### config.mk
export PLATFORM = sky130hd
export DESIGN_NAME = hls_fp17_add_core_chn_o_rsci_xmit
export DESIGN_NICKNAME = d
export VERILOG_FILES = /design/src/rtl/hls_fp17_add_core_chn_o_rsci_xmit.sv
export SDC_FILE = /design/constraint.sdc
export NUM_CORES = 1
export LEC_CHECK = 0
export ABC_AREA = 1
export CORE_ASPECT_RATIO = 1.75
export CORE_MARGIN = 8
export CORE_UTILIZATION = 38
export CTS_BUF_LIST = sky130_fd_sc_hd__clkbuf_16
export CTS_CLUSTER_DIAMETER = 50
export DETAILED_ROUTE_END_ITERATION = 10
export PLACE_DENSITY = 0.79
export SYNTH_ARGS = -nofsm -noshare
export SYNTH_HDL_FRONTEND = slang
export SYNTH_SLANG_ARGS = --single-unit
### constraint.sdc
create_clock -name nvdla_core_clk -period 1.95 [get_ports nvdla_core_clk]
set_input_delay 0.195 -clock nvdla_core_clk [delete_from_list [all_inputs] [get_ports nvdla_core_clk]]
set_output_delay 0.195 -clock nvdla_core_clk [all_outputs]
set_load 0.03 [all_outputs]
### src/rtl/hls_fp17_add_core_chn_o_rsci_xmit.sv
// Purpose: transmit-side wait controller and data holding register for the fp17 adder output channel chn_o.
// Latency: valid and data are combinational from issue (0 cycles); completion shows on bawt in the handshake cycle.
// Backpressure: while chn_o_rdy is low an issued transfer is held (valid and data stable) until the handshake.
//
// Ports:
//   nvdla_core_clk / nvdla_core_rstn  clock, asynchronous active-low reset
//   chn_o_rsci_oswt, core_wen         core wants to complete / pipeline enable (together they consume a completion)
//   core_wten, chn_o_rsci_iswt0       core stall, core issues a new transfer
//   chn_o_rsci_ld_core_psct           pre-select for the load strobe chn_o_rsci_ld_core_sct
//   core_data_in                      result from the core datapath
//   chn_o_vld / chn_o_rdy / chn_o_data downstream valid-ready channel
//   chn_o_rsci_bawt                   transfer complete and available to the core
//   chn_o_rsci_wen_comp               core may advance with respect to this channel
module hls_fp17_add_core_chn_o_rsci_xmit #(
    parameter int WIDTH = 17
) (
    input  logic             nvdla_core_clk,
    input  logic             nvdla_core_rstn,
    input  logic             chn_o_rsci_oswt,
    input  logic             core_wen,
    input  logic             core_wten,
    input  logic             chn_o_rsci_iswt0,
    input  logic             chn_o_rsci_ld_core_psct,
    input  logic [WIDTH-1:0] core_data_in,
    input  logic             chn_o_rdy,
    output logic             chn_o_vld,
    output logic [WIDTH-1:0] chn_o_data,
    output logic             chn_o_rsci_ld_core_sct,
    output logic             chn_o_rsci_bawt,
    output logic             chn_o_rsci_wen_comp
);

    // icwt: issued and still waiting for ready
    // bcwt: completed but not yet consumed by the core
    logic             icwt_q, icwt_d;
    logic             bcwt_q, bcwt_d;
    logic [WIDTH-1:0] data_q, data_d;

    logic pdswt0;
    logic ogwt;
    logic biwt;
    logic bdwt;

    always_comb begin
        pdswt0 = ~core_wten & chn_o_rsci_iswt0;
        ogwt   = pdswt0 | icwt_q;
        biwt   = ogwt & chn_o_rdy;
        bdwt   = chn_o_rsci_oswt & core_wen;

        chn_o_vld              = ogwt;
        chn_o_rsci_ld_core_sct = chn_o_rsci_ld_core_psct & ogwt;
        chn_o_rsci_bawt        = biwt | bcwt_q;
        chn_o_rsci_wen_comp    = ~chn_o_rsci_oswt | chn_o_rsci_bawt;
        // While waiting, the captured value is presented so the core's datapath may move on.
        chn_o_data             = icwt_q ? data_q : core_data_in;
    end

    always_comb begin
        icwt_d = ogwt & ~biwt;
        bcwt_d = (bcwt_q | biwt) & ~bdwt;
        data_d = data_q;
        // Only a fresh issue captures data; an issue while already waiting is a core
        // protocol violation and must not overwrite the outstanding value.
        if (pdswt0 & ~icwt_q) begin
            data_d = core_data_in;
        end
    end

    always_ff @(posedge nvdla_core_clk or negedge nvdla_core_rstn) begin
        if (!nvdla_core_rstn) begin
            icwt_q <= 1'b0;
            bcwt_q <= 1'b0;
            data_q <= '0;
        end else begin
            icwt_q <= icwt_d;
            bcwt_q <= bcwt_d;
            data_q <= data_d;
        end
    end

endmodule

Word level (Yosys, flattened, before mapping)
Index checks and enable logic that the tools add are counted.
- logic and storage cells: 19
- register bits after elaboration: 19
- input bits: 25
- mux-type cells: 1
- bitwise logic cells: 15
- operator list (operator ; number):
    $mux W17 ; 1
    $and A1 B1 Y1 ; 7
    $not A1 Y1 ; 5
    $or A1 B1 Y1 ; 3

Longest topological paths before layout
Gate-level depths: netlist (run 1).
- word-level depth: 6
- gate-level depth with buffers: 6
- mapped depth without buffers: 5

Worst setup path before layout (run 1)
Ideal clock, no wire load.
- kind: flip-flop to output port
- start point: reg icwt_q
- end point: out chn_o_data[12]
- slack: 0.410 ns
- cell stages (with the launch flop): 4
- required time: 1.755 ns
- arrival: 1.345 ns
- path through: dfrtp_1 > buf_6 > buf_2 > o21ai_0
- cells in the longest elaborated chain, start to end: 1
- RTL lines (element ; line ; RTL):
    start, declared ; 35 ; logic icwt_q, icwt_d;
    start signal, assigned ; 75 ; icwt_q <= icwt_d;
    $mux W17 ; 55 ; chn_o_data = icwt_q ? data_q : core_data_in;
    end, declared ; 27 ; output logic [WIDTH-1:0] chn_o_data,
No other way between the ends.

Worst setup path in the final report (run 1)
- start point: reg icwt_q
- end point: out chn_o_rsci_wen_comp
- cells in the longest elaborated chain, start to end: 4
- RTL lines (element ; line ; RTL):
    $or A1 B1 Y1 ; 46 ; ogwt = pdswt0 | icwt_q;
    $and A1 B1 Y1 ; 47 ; biwt = ogwt & chn_o_rdy;
    $or A1 B1 Y1 ; 52 ; chn_o_rsci_bawt = biwt | bcwt_q;
    $or A1 B1 Y1 ; 53 ; chn_o_rsci_wen_comp = ~chn_o_rsci_oswt | chn_o_rsci_bawt;
    end, declared ; 30 ; output logic chn_o_rsci_wen_comp
No other way between the ends.

==> results.md, run 1 <==
Run status:
- The flow ran to the end, and the final reports show no timing, DRC or antenna violations.

Global route:
- The number of antenna violations at the first check in global routing came to 0.
- The first global-routing pass estimated 4150 µm of wire.
- The global routing usage summed across all routing layers is 10.0%.
- The global-route congestion overflow total is 0.
- The maximum number of pins on one net before global-route repair is 36.
- The via count of the first global-routing pass is 990.

STA:
- The worst pin sits at a relative slew slack of 70.4%.
- The slew at the pin closest to its max-slew limit is 443 ps.
- The number of max-slew violations in the final report is 0.
- The summed negative setup slack over all endpoints is 0 ps.
- The number of hold violations in the final report is 0.
- The minimum clock period is 1550 ps.
- Setup violations remaining at the end of the flow were counted as 0.
- Setup repair after global routing left no endpoint under its margin.
- The highest clock rate is 644 MHz.
- The final critical path takes up 79.6% of the cycle.
- The largest clock skew in the final design is 2.88 ps.

Clock network:
- The CTS root buffer is clkbuf_16.
- After clock tree synthesis, the repair step resized 0 gates.
- TritonCTS built the clock tree.
- Buffers added to address setup during post-CTS repair amount to 0.
- Clock tree synthesis found a total of 19 sinks.
- After clock tree synthesis, the clock-pin slew on the worst setup and hold paths is 50 ps.
- The later pin in the worst-skew pair is clocked with a latency of 250 ps.
- The worst-case clock buffer depth is 2.
- In this run the number of H-tree levels came out at 1.
- The number of hold buffers added after cts is 0.
- Counting the buffers created by CTS gives 3.

Route:
- The remaining antenna violation count is 0.
- The wire length on met3 is 261 µm.
- Wire segments on met2 add up to 1090 µm in the final route.
- The detailed router used layers up to and including met4.
- For this block, wires on met1 add up to 906 µm.
- After detailed routing, the average wire length per cell comes to 11.5 µm.
- The total wirelength of the detailed-routed design is 2280 µm.
- The starting DRC count in detailed routing is 22.
- The DRC violation count after routing is 0.
- The pre-antenna-repair detailed-routing pass consisted of 4 iterations.
- The number of vias per cell after detailed routing is 4.62.
- The detailed-route via count is 914.

Cells and area:
- The library cell used most frequently in the layout, excluding fill and tap cells, is nand2_1.
- The utilization of the core after routing is 56.7%.
- In the layout the commonest cells are nand2_1, clkdlybuf4s50_1, inv_1, buf_4, dfrtp_1.
- The number of antenna diodes is 0.
- The sequential cells in the finished layout cover a total of 475 µm².
- Compared with the post-synthesis result, the final layout area differs by 44.7%.
- The post-route netlist has 26.3% of its cells at a drive strength greater than 1.
- The number of filler instances in the final layout is 243.
- The final cell count without fillers is 198.
- The final-stage net count is 197.
- The multi-input combinational cells in the finished layout cover a total of 415 µm².

Critical path:
- The arrival time of the worst setup path is 1360 ps.
- The critical path contains buffers and inverters numbering 3 combined.
- The kind of cell adding the most delay to the critical path is buffers and inverters.
- In this design, the stage delay of the slowest critical-path cell is 360 ps.
- STA puts the critical path data required time at 1750 ps.
- The worst setup path is captured at an output pin.
- The critical path goes through buf_4 -> inv_6 -> nand2_1 -> nand2_1 -> nand3_1 -> buf_4.
- Along the worst path, the maximum fanout reaches 35.
- The worst setup path is launched from a register.
- The critical path is of the register to output pin type.
- Among all stages on the critical path, the largest delay is contributed by dfrtp_1.

Power and ir drop:
- The net switching power figure is 389 µW.
- The maximum vdd drop is 0.568 mV.
- The combinational group share of total power is 29.5%.
- The internal power of the cells totals 885 µW.
- The share of total power dissipated in sequential elements is 38.3%.
- The total leakage power is 0.000759 µW.
- The proportion of total power due to net switching is 30.5%.
- The clock network power share is 32.3%.
- The total power per unit cell area is 845 mW/mm².

Synth:
- The unique cell type count in the Yosys netlist is 13.
- The post-synthesis average cell area is 8.21 µm².
- After synthesis, flip-flops and latches occupy 45.6% of the total area.
- When the netlist entered floorplanning its net count stood at 152.
- The number of flip-flops and latches in the synthesized netlist is 19.
- The cell count after synthesis is 127.
- Yosys printed 0 warnings.
- The mapped netlist covers 0.00104 mm².

Flow run:
- The tool flagged a number of max-cap violations equal to 0.

Die:
- The core region is 0.00266 mm².
- The floorplan has 25 rows.
- The number of top-level pins is 46.
- The starting density of the core is 39.2%.
- The die boundary width is 55.6 µm.
- The die covers 0.00474 mm².
- The height of the chip is 85.3 µm.

Placement:
- The port buffer count is 45.
- The wire-length estimate of the detail-placed layout is 1840 µm.
- The final weighted congestion in routability-driven placement is 0.697.
- Including well taps, the total number of placed cells is 194.

Worst hold path:
- The type of the most critical hold path is input pin to async pin.
[metal layers]
| metal | GRT usage, % | up-vias |
|---|---|---|
| met5 | 0 | - |
| met4 | 2.70 | 0 |
| li1 | - | 482 |
| met2 | 17.6 | 37 |
| met3 | 5.23 | 4 |
| met1 | 9.86 | 391 |
[worst paths after layout]
path	slack (ps)	cells after the start	end	start
min reg2reg	480	2	data_q[16]$_DFFE_PN0P_	data_q[16]$_DFFE_PN0P_
min	280	2	data_q[1]$_DFFE_PN0P_	nvdla_core_rstn
max in group asynchronous	1470	2	data_q[10]$_DFFE_PN0P_	nvdla_core_rstn
max reg2reg	540	5	data_q[8]$_DFFE_PN0P_	icwt_q$_DFF_PN0_
min in group nvdla_core_clk	480	2	data_q[16]$_DFFE_PN0P_	data_q[16]$_DFFE_PN0P_
max	400	6	chn_o_rsci_wen_comp	icwt_q$_DFF_PN0_
[power groups by stage]
stage,logic [µW],clock network (µW),registers (µW)
2_1_floorplan,245,0,485
3_3_place_gp,371,0,490
3_5_place_dp,382,0,493
4_1_cts,384,416,487
5_1_grt,413,430,495
6_report,375,411,488
[cells by family (layout without fill, tap and decap cells)]
kind of cell	Yosys count	in the layout	share of synthesized area, %
buffers and inverters	30	74	14.5
DFF	19	19	45.6
and+or+nand+nor	43	43	16.9
AOI/OAI and AO/OA	35	35	22.9
[Yosys cell counts, drive strengths merged]
| cell type | count | share of area, % |
|---|---|---|
| buf | 6 | 5.3 |
| dfrtp | 19 | 46 |
| clkbuf | 1 | 0.48 |
| o21ai | 34 | 22 |
| nand3 | 2 | 2.2 |
| nor2 | 2 | 0.72 |
| nand2 | 39 | 14 |
| a21oi | 1 | 0.48 |
| inv | 23 | 8.8 |
[flip-flops by register name, indices dropped and copies added (netlist names)]
signal	flops
bcwt_q	1
icwt_q	1
data_q	17
[cell type report]
| class | count | share of cell area, % |
|---|---|---|
| clock buffer | 3 | 4.98 |
| clock inverter | 1 | 0.249 |
| tap | 27 | 2.24 |
| sequential | 19 | 31.5 |
| inverter | 23 | 6.06 |
| timing repair buffer | 47 | 27.4 |
| multi-input combinational | 78 | 27.6 |
[metrics by stage]
stage / setup WS [ps] / instance area (µm²) / hold WS [ps] / power (µW)
after floorplan: 410 / 1040 / -101 / 730
after global placement: 497 / 1430 / 464 / 861
after detailed placement: 454 / 1430 / 471 / 876
after CTS: 390 / 1510 / 290 / 1290
after global routing: 281 / 1510 / 312 / 1340
final: 398 / 1510 / 275 / 1270
Note: power is estimated with default switching activity, not from simulation.
==> run 2, diff against run 1 <==
Settings changed: CORE_UTILIZATION 38 to 37, PLACE_DENSITY 0.79 to 0.8.
Clock period 1.95 ns to 1.36 ns, I/O delays scaled along.
==> results.md, run 2 (same netlist as run 1, synthesis figures left out) <==
Cells and area:
- The ratio of cells with drive above 1 in the final layout is 31.2% (+4.9 points).
- The number of filler instances in the final layout is 220 (-9.5%).
- The library cell used most frequently in the layout, excluding fill and tap cells, is nand2_1.
- The number of antenna diodes is 0 (unchanged).
- The combined area of the multi-input logic cells is 434 µm² (+4.5%).
- The register ranked first by flip-flop count is data_q.
- In the layout the commonest cells are nand2_1, inv_1, clkdlybuf4s50_1, o21ai_2, buf_4.
- From synthesis to final layout, the design area changed by 52.0%.
- The total area of sequential cells is 477 µm² (+0.26%).
- The cell area after layout is 0.00158 mm² (+5.1%).
- In the final layout, the registers with the most flip-flops are data_q x17, bcwt_q x1, icwt_q x1.
- The flip-flop count of the largest register, all copies and words added is 17 (unchanged).
- The final-stage net count is 199 (+1.0%).

Global route:
- The global routing usage summed across all routing layers is 10.1% (+0.089 points).
- The global-route congestion overflow total is 0 (unchanged).
- The number of antenna violations at the first check in global routing is 0 (unchanged).
- The global-route wire length before repair came to 4210 µm (+1.5%).
- The via count of the first global-routing pass came to 992 (+0.20%).
- The maximum number of pins on one net before global-route repair is 35 (-2.8%).

Clock network:
- The worst-skew pair later-pin latency is 250 ps (about the same).
- The CTS root buffer is clkbuf_16.
- The number of H-tree branching levels is 1 (unchanged).
- The clock tree from TritonCTS is yes.
- The worst-case clock buffer depth came to 2 (unchanged).
- The clock net sink count is 19 (unchanged).
- The register clock-pin slew on the reported worst setup and hold paths was 50 ps (about the same).
- The number of buffers added by the clock tree synthesis step came to 3 (unchanged).

Critical path:
- The required time at the endpoint of the critical path is 1220 ps (-530 ps).
- The setup path with the least slack is of type register to output pin.
- The worst setup path is launched from a register.
- The arrival time of the worst setup path is 1250 ps (-110 ps).
- The highest net fanout along the worst path is 18 (-49%).
- The nature of the critical path endpoint is an output pin.
- The worst setup slack for register-to-register paths came to 300 ps (-240 ps).

STA:
- The final worst-path setup slack is -23.8 ps (-422 ps).
- The slew at the pin closest to its max-slew limit is 234 ps (-210 ps).
- The number of max-slew violations in the final report came to 0 (unchanged).
- The number of hold violations in the final report came to 0 (unchanged).
- The highest clock rate is 723 MHz.
- The largest clock skew in the final design is 1.77 ps (-1.10 ps).
- The count of endpoints failing setup in the final report is 1 (+1).
- The share of the cycle needed by the critical path after routing is 102%.
- Setup repair after global routing could not meet its margin everywhere.
- The minimum clock period is 1380 ps.
- The relative max-transition margin is 84.4% (+14 points).

Power and ir drop:
- The post-route total power is 1870 µW (+47%).
- The total leakage power is 0.000797 µW (+5.0%).
- The maximum vdd drop was 0.743 mV (+31%).
- The total power per unit cell area is 1180 mW/mm² (+40%).

Die:
- The height of the chip is 86.2 µm (+1.1%).
- The starting density of the core is 38.7% (-0.46 points).
- The area of the core is 0.00269 mm² (+1.2%).
- The number of rows created at floorplan is 25 (unchanged).
- The number of top-level pins is 46 (unchanged).
- The area of the die came to 0.00484 mm² (+2.1%).
- The die boundary width came to 56.1 µm (+0.95%).

Run status:
- The final reports fail on negative setup slack.
- The run finished, with violations left.

Route:
- The DRC violation count after routing is 0 (unchanged).
- The number of iterations in the first detailed-routing pass is 4 (unchanged).
- The number of vias per cell after detailed routing came to 4.74 (+2.6%).
- The detailed-route via count is 947 (+3.6%).
- The total wirelength of the detailed-routed design came to 2500 µm (+9.7%).
- The remaining antenna violation count is 0 (unchanged).
- The starting DRC count in detailed routing was 13 (-41%).
- The per-cell routed wire length is 12.5 µm (+8.6%).

Placement:
- The total half-perimeter wirelength after legalization and detailed placement is 1980 µm (+7.6%).
- The post-place instance area is 0.00146 mm² (+2.1%).
- The final weighted congestion in routability-driven placement is 0.762 (+9.4%).
- The port buffer count is 45 (unchanged).

Worst hold path:
- The tightest min-delay check is of the input pin to async pin type.

Flow run:
- The number of max-capacitance violations reported is 0 (unchanged).
run 2: changes by cell type in the layout (fill, tap and decap cells not counted), moves of 2 or more:
cell,delta
o21ai_0,-17
o21ai_1,+14
buf_4,-4
buf_6,+3
o21ai_2,+3
buf_8,+2
nand2_1,-2
nand2_2,+2
run 2: area by class of cell:
type                       instances  share of cell area [%]
sequential                        19                    30.1
timing repair buffer              49                    29.6
multi-input combinational         78                    27.4
inverter                          23                    5.77
clock buffer                       3                    4.74
tap                               27                    2.13
clock inverter                     1                   0.237
run 2: critical path: stages (launching register included):
cell	delay, ps
dfrtp_2	460
buf_8	180
o21ai_1	170
buf_4	190
run 2: path summary, 6_finish.rpt:
check / cells past startpoint / to / start
max in group asynchronous: 2 / icwt_q$_DFF_PN0_ / nvdla_core_rstn
worst max-delay path: 3 / chn_o_data[13] / icwt_q$_DFF_PN0_
min in group nvdla_core_clk: 5 / bcwt_q$_DFF_PN0_ / chn_o_rsci_iswt0
worst min register to register: 2 / data_q[5]$_DFFE_PN0P_ / data_q[5]$_DFFE_PN0P_
worst min-delay path: 2 / data_q[15]$_DFFE_PN0P_ / nvdla_core_rstn
worst max register to register: 5 / data_q[0]$_DFFE_PN0P_ / icwt_q$_DFF_PN0_
run 2: power breakdown:
part	total [µW]	switching [µW]	internal (µW)	leakage, µW
Clock	583	193	390	0.0000423
Combinational	582	329	253	0.000520
Sequential	704	50.6	654	0.000235
Total	1870	573	1300	0.000797
run 2: repair_timing:
| item | CTS | global route |
|---|---|---|
| buffers inserted | 0 | 0 |
| endpoints found under the setup margin | 17 | 18 |
| resized for setup | 12 | 15 |
| hold buffers | 0 | 0 |
run 2: stage by stage:
| step | hold slack, ps | worst slack, ps | TNS [ps] | std cells | utilization (%) |
|---|---|---|---|---|---|
| floorplan | -160 | -121 | -1080 | 127 | - |
| global placement | 464 | 104 | 0 | 196 | 54.2 |
| detailed placement | 468 | 76.6 | 0 | 196 | 54.2 |
| CTS | 224 | -3.51 | -7.53 | 200 | 57.5 |
| global route | 240 | -29.6 | -286 | 200 | 58.9 |
| finish | 217 | -23.8 | -23.8 | 200 | 58.9 |
run 2: per-layer routing:
layer	up-vias	global-route usage (%)	share of wire [%]	wire length, µm
li1	485	-	-	-
met1	422	10.9	40	989
met2	38	17.4	51	1280
met3	2	4.39	8.3	208
met4	0	2.64	0.56	14
met5	-	0	0	0
==> run 3, diff against run 2 <==
Settings changed: ABC_AREA 1 to default, CTS_CLUSTER_SIZE from default to 28, PLACE_DENSITY 0.8 to 0.79, SKIP_LAST_GASP from default to 1.
==> results.md, run 3 <==
Run status:
- The run finished, with violations left.
- The final reports fail on negative setup slack.

STA:
- The worst slack on hold paths is 219 ps (+1.45 ps).
- The count of endpoints failing setup in the final report was 37 (+36).
- The minimum clock period is 1560 ps (+174 ps).
- The largest clock skew in the final design is 2.37 ps (+0.598 ps).
- The relative max-transition margin was 83.5% (-0.92 points).
- The slew at the pin closest to its max-slew limit is 248 ps (+13.8 ps).
- The share of the cycle needed by the critical path after routing was 115% (+13 points).
- The number of hold violations in the final report is 0 (unchanged).
- The highest clock rate was 642 MHz (-11%).
- The number of max-slew violations in the final report is 0 (unchanged).
- The final worst-path setup slack is -198 ps (-174 ps).
- Setup repair after global routing could not meet its margin everywhere.

Cells and area:
- The flip-flop count of the largest register, all copies and words added is 17 (unchanged).
- The total area of sequential cells is 477 µm² (unchanged).
- The combined area of the multi-input logic cells is 598 µm² (+38%).
- The final cell count without fillers is 154 (-23%).
- The most common cell after layout, fill and taps aside is mux2_4.
- The largest registers in the layout are data_q x17, bcwt_q x1, icwt_q x1.
- The ratio of cells with drive above 1 in the final layout is 63.5% (+32 points).
- The top cell types in the final layout, fill and taps aside, are mux2_4, clkdlybuf4s50_1, buf_6, dfrtp_1, buf_4.
- The number of filler instances in the final layout is 219 (-0.45%).
- The register ranked first by flip-flop count is data_q.
- The final-stage net count is 152 (-24%).
- The signed area change from the synthesized netlist to the final layout is 70.6%.
- The number of antenna diodes is 0 (unchanged).

Clock network:
- The worst-case clock buffer depth came to 2 (unchanged).
- The number of H-tree branching levels is 1 (unchanged).
- TritonCTS built the clock tree.
- The register clock-pin slew on the reported worst setup and hold paths is 50 ps (about the same).
- The number of buffers added by the clock tree synthesis step was 3 (unchanged).
- The number of hold buffers added after cts came to 0 (unchanged).
- The CTS root buffer is clkbuf_16.
- The worst-skew pair later-pin latency is 250 ps (about the same).
- The clock net sink count is 19 (unchanged).

Placement:
- The final weighted congestion in routability-driven placement is 0.616 (-19%).
- The port buffer count is 45 (unchanged).
- The number of cells in the design after placement is 145 (-26%).
- The worst slack at placement is -348 ps (-425 ps).
- The total half-perimeter wirelength after legalization and detailed placement was 1920 µm (-3.1%).

Die:
- The starting density of the core came to 37.5% (-1.2 points).
- The die boundary width came to 56.5 µm (+0.69%).
- The height of the chip is 86.9 µm (+0.78%).
- The number of top-level pins is 46 (unchanged).
- The area of the core is 0.00283 mm² (+5.2%).
- The area of the die is 0.00491 mm² (+1.5%).
- The number of rows created at floorplan is 26 (+4.0%).

Critical path:
- The critical path is of the register to output pin type.
- The most critical setup path has its startpoint at icwt_q$_DFF_PN0_.
- The launching point of the worst reg2reg path is icwt_q$_DFF_PN0_.
- The startpoint type of the worst setup path is a register.
- The highest net fanout along the worst path was 6 (-12).
- The end of the worst register-to-register path is data_q[6]$_DFFE_PN0P_.
- STA classifies the critical path endpoint as an output pin.
- The logic depth of the worst register-to-register path was 5 (unchanged).
- The worst setup slack for register-to-register paths is -160 ps (-460 ps).
- The required time at the endpoint of the critical path was 1220 ps (about the same).
- The arrival time of the worst setup path came to 1420 ps (+170 ps).

Synth:
- The unique cell type count in the Yosys netlist was 15 (+2).
- The post-synthesis average cell area is 16.1 µm² (+96%).
- The cell count after synthesis is 66 (-48%).
- The number of enable-type register cells in the synthesized netlist came to 0 (unchanged).
- The area share of the leading cell type in the synthesized netlist is 44.8% (-0.86 points).
- The post-synth design cell area came to 0.00106 mm² (+1.9%).
- The net count of the mapped netlist was 91 (-40%).
- The post-synthesis sequential area ratio is 44.8% (-0.86 points).
- Summed over all instances, the cell type with the most area after synthesis is dfrtp_1.
- The number of flip-flops and latches in the synthesized netlist is 19 (unchanged).
- Counting instances in the post-synthesis netlist gives the leading cell types as mux2_4, dfrtp_1, mux2_2.
- Yosys attributes the largest share of cell area to dfrtp_1, mux2_4, mux2_2.
- The proportion of synthesized flip-flops having asynchronous set or reset is 100% (unchanged).
- In the synthesized netlist the dominant register cell turns out to be dfrtp_1.
- The cell with the most instances after synthesis is mux2_4.
- The number of warning messages in the yosys log is 0 (unchanged).

Global route:
- The global-route congestion overflow total is 0 (unchanged).
- The maximum number of pins on one net before global-route repair is 20 (-43%).
- The number of antenna violations at the first check in global routing is 0 (unchanged).
- The global routing usage summed across all routing layers came to 10.7% (+0.58 points).
- The via count of the first global-routing pass was 933 (-5.9%).
- The global-route wire length before repair was 4340 µm (+3.1%).

Power and ir drop:
- The maximum vdd drop came to 1.20 mV (+62%).
- The total leakage power is 0.000848 µW (+6.4%).
- The total power per unit cell area is 1150 mW/mm² (-2.6%).

Route:
- The remaining antenna violation count is 0 (unchanged).
- The starting DRC count in detailed routing is 0 (-13).
- The detailed-route via count is 768 (-19%).
- The per-cell routed wire length is 18.3 µm (+46%).
- The number of iterations in the first detailed-routing pass is 1 (-3).
- The number of vias per cell after detailed routing came to 4.99 (+5.3%).
- The total wirelength of the detailed-routed design is 2810 µm (+13%).
- The DRC violation count after routing is 0 (unchanged).

Flow run:
- The number of max-capacitance violations reported is 0 (unchanged).

Worst hold path:
- The type of the most critical hold path is input pin to async pin.
## run 3: cell count changes after synthesis, sizes merged
cell and change:
o2bb2ai +1, o21ai -34, nand3 -2, inv -22
and2 +1, nor2b +1, nand2b +2, nand2 -38
buf -3, mux2 +34, clkbuf -1
## run 3: final cells by class
class,count,area share [%]
clock buffers,3,4.14
clock inverters,1,0.207
inverters,1,0.207
multi-input cells,43,33.0
flip-flops and latches,19,26.3
well taps,28,1.93
repair buffers,59,34.2
## run 3: routing by layer
layer / up-vias / global-route usage (%) / wire, µm / share of wire (%)
li1: 357 / - / - / -
met1: 374 / 11.6 / 1050 / 37
met2: 35 / 19.0 / 1510 / 54
met3: 2 / 4.39 / 236 / 8.4
met4: 0 / 1.32 / 14 / 0.50
met5: - / 0 / 0 / 0
## run 3: timing repair
action | 4_1_cts | 5_1_grt
buffers inserted | 2 | 2
cloned | 0 | 1
pin swaps | 5 | 3
gates resized for setup | 67 | 15
endpoints found under the setup margin | 38 | 38
## run 3: metrics by stage
stage | TNS (ps) | power, µW | area [µm²] | util, %
floorplan | 0 | 1130 | 1070 | -
global placement | -3900 | 1360 | 1550 | 54.6
detailed placement | -5400 | 1380 | 1550 | 54.6
CTS | -4050 | 2040 | 1740 | 61.3
global route | -5970 | 2170 | 1810 | 64.0
finish | -4410 | 2080 | 1810 | 64.0
## run 3: kinds of logic (layout without fill, tap and decap cells)
| family | after synthesis | count (layout) | share of synthesized area (%) |
|---|---|---|---|
| compound gates | 2 | 2 | 1.30 |
| buf+inv | 4 | 64 | 5.18 |
| flops | 19 | 19 | 44.8 |
| mux | 34 | 34 | 43.1 |
| simple gates | 7 | 7 | 5.65 |
## run 3: worst max-delay path by stage
stage,end,slack (ps),cells past startpoint
global placement,chn_o_data[1],-290,2
global route,chn_o_data[10],-240,4
CTS,chn_o_data[10],-210,4
finish,chn_o_data[10],-200,4
detailed placement,chn_o_data[0],-350,2
floorplan,chn_o_rsci_ld_core_sct,70,3
## run 3: report_power, final
group / switching, µW / internal (µW) / total [µW]
clock network: 204 / 391 / 595
logic: 312 / 448 / 760
registers: 62.7 / 665 / 727
## run 3: worst max-delay path, cell delays in order, from the launching register on
cell	delay (ps)
dfrtp_2	460
buf_6	160
buf_6	120
mux2_4	290
buf_6	140
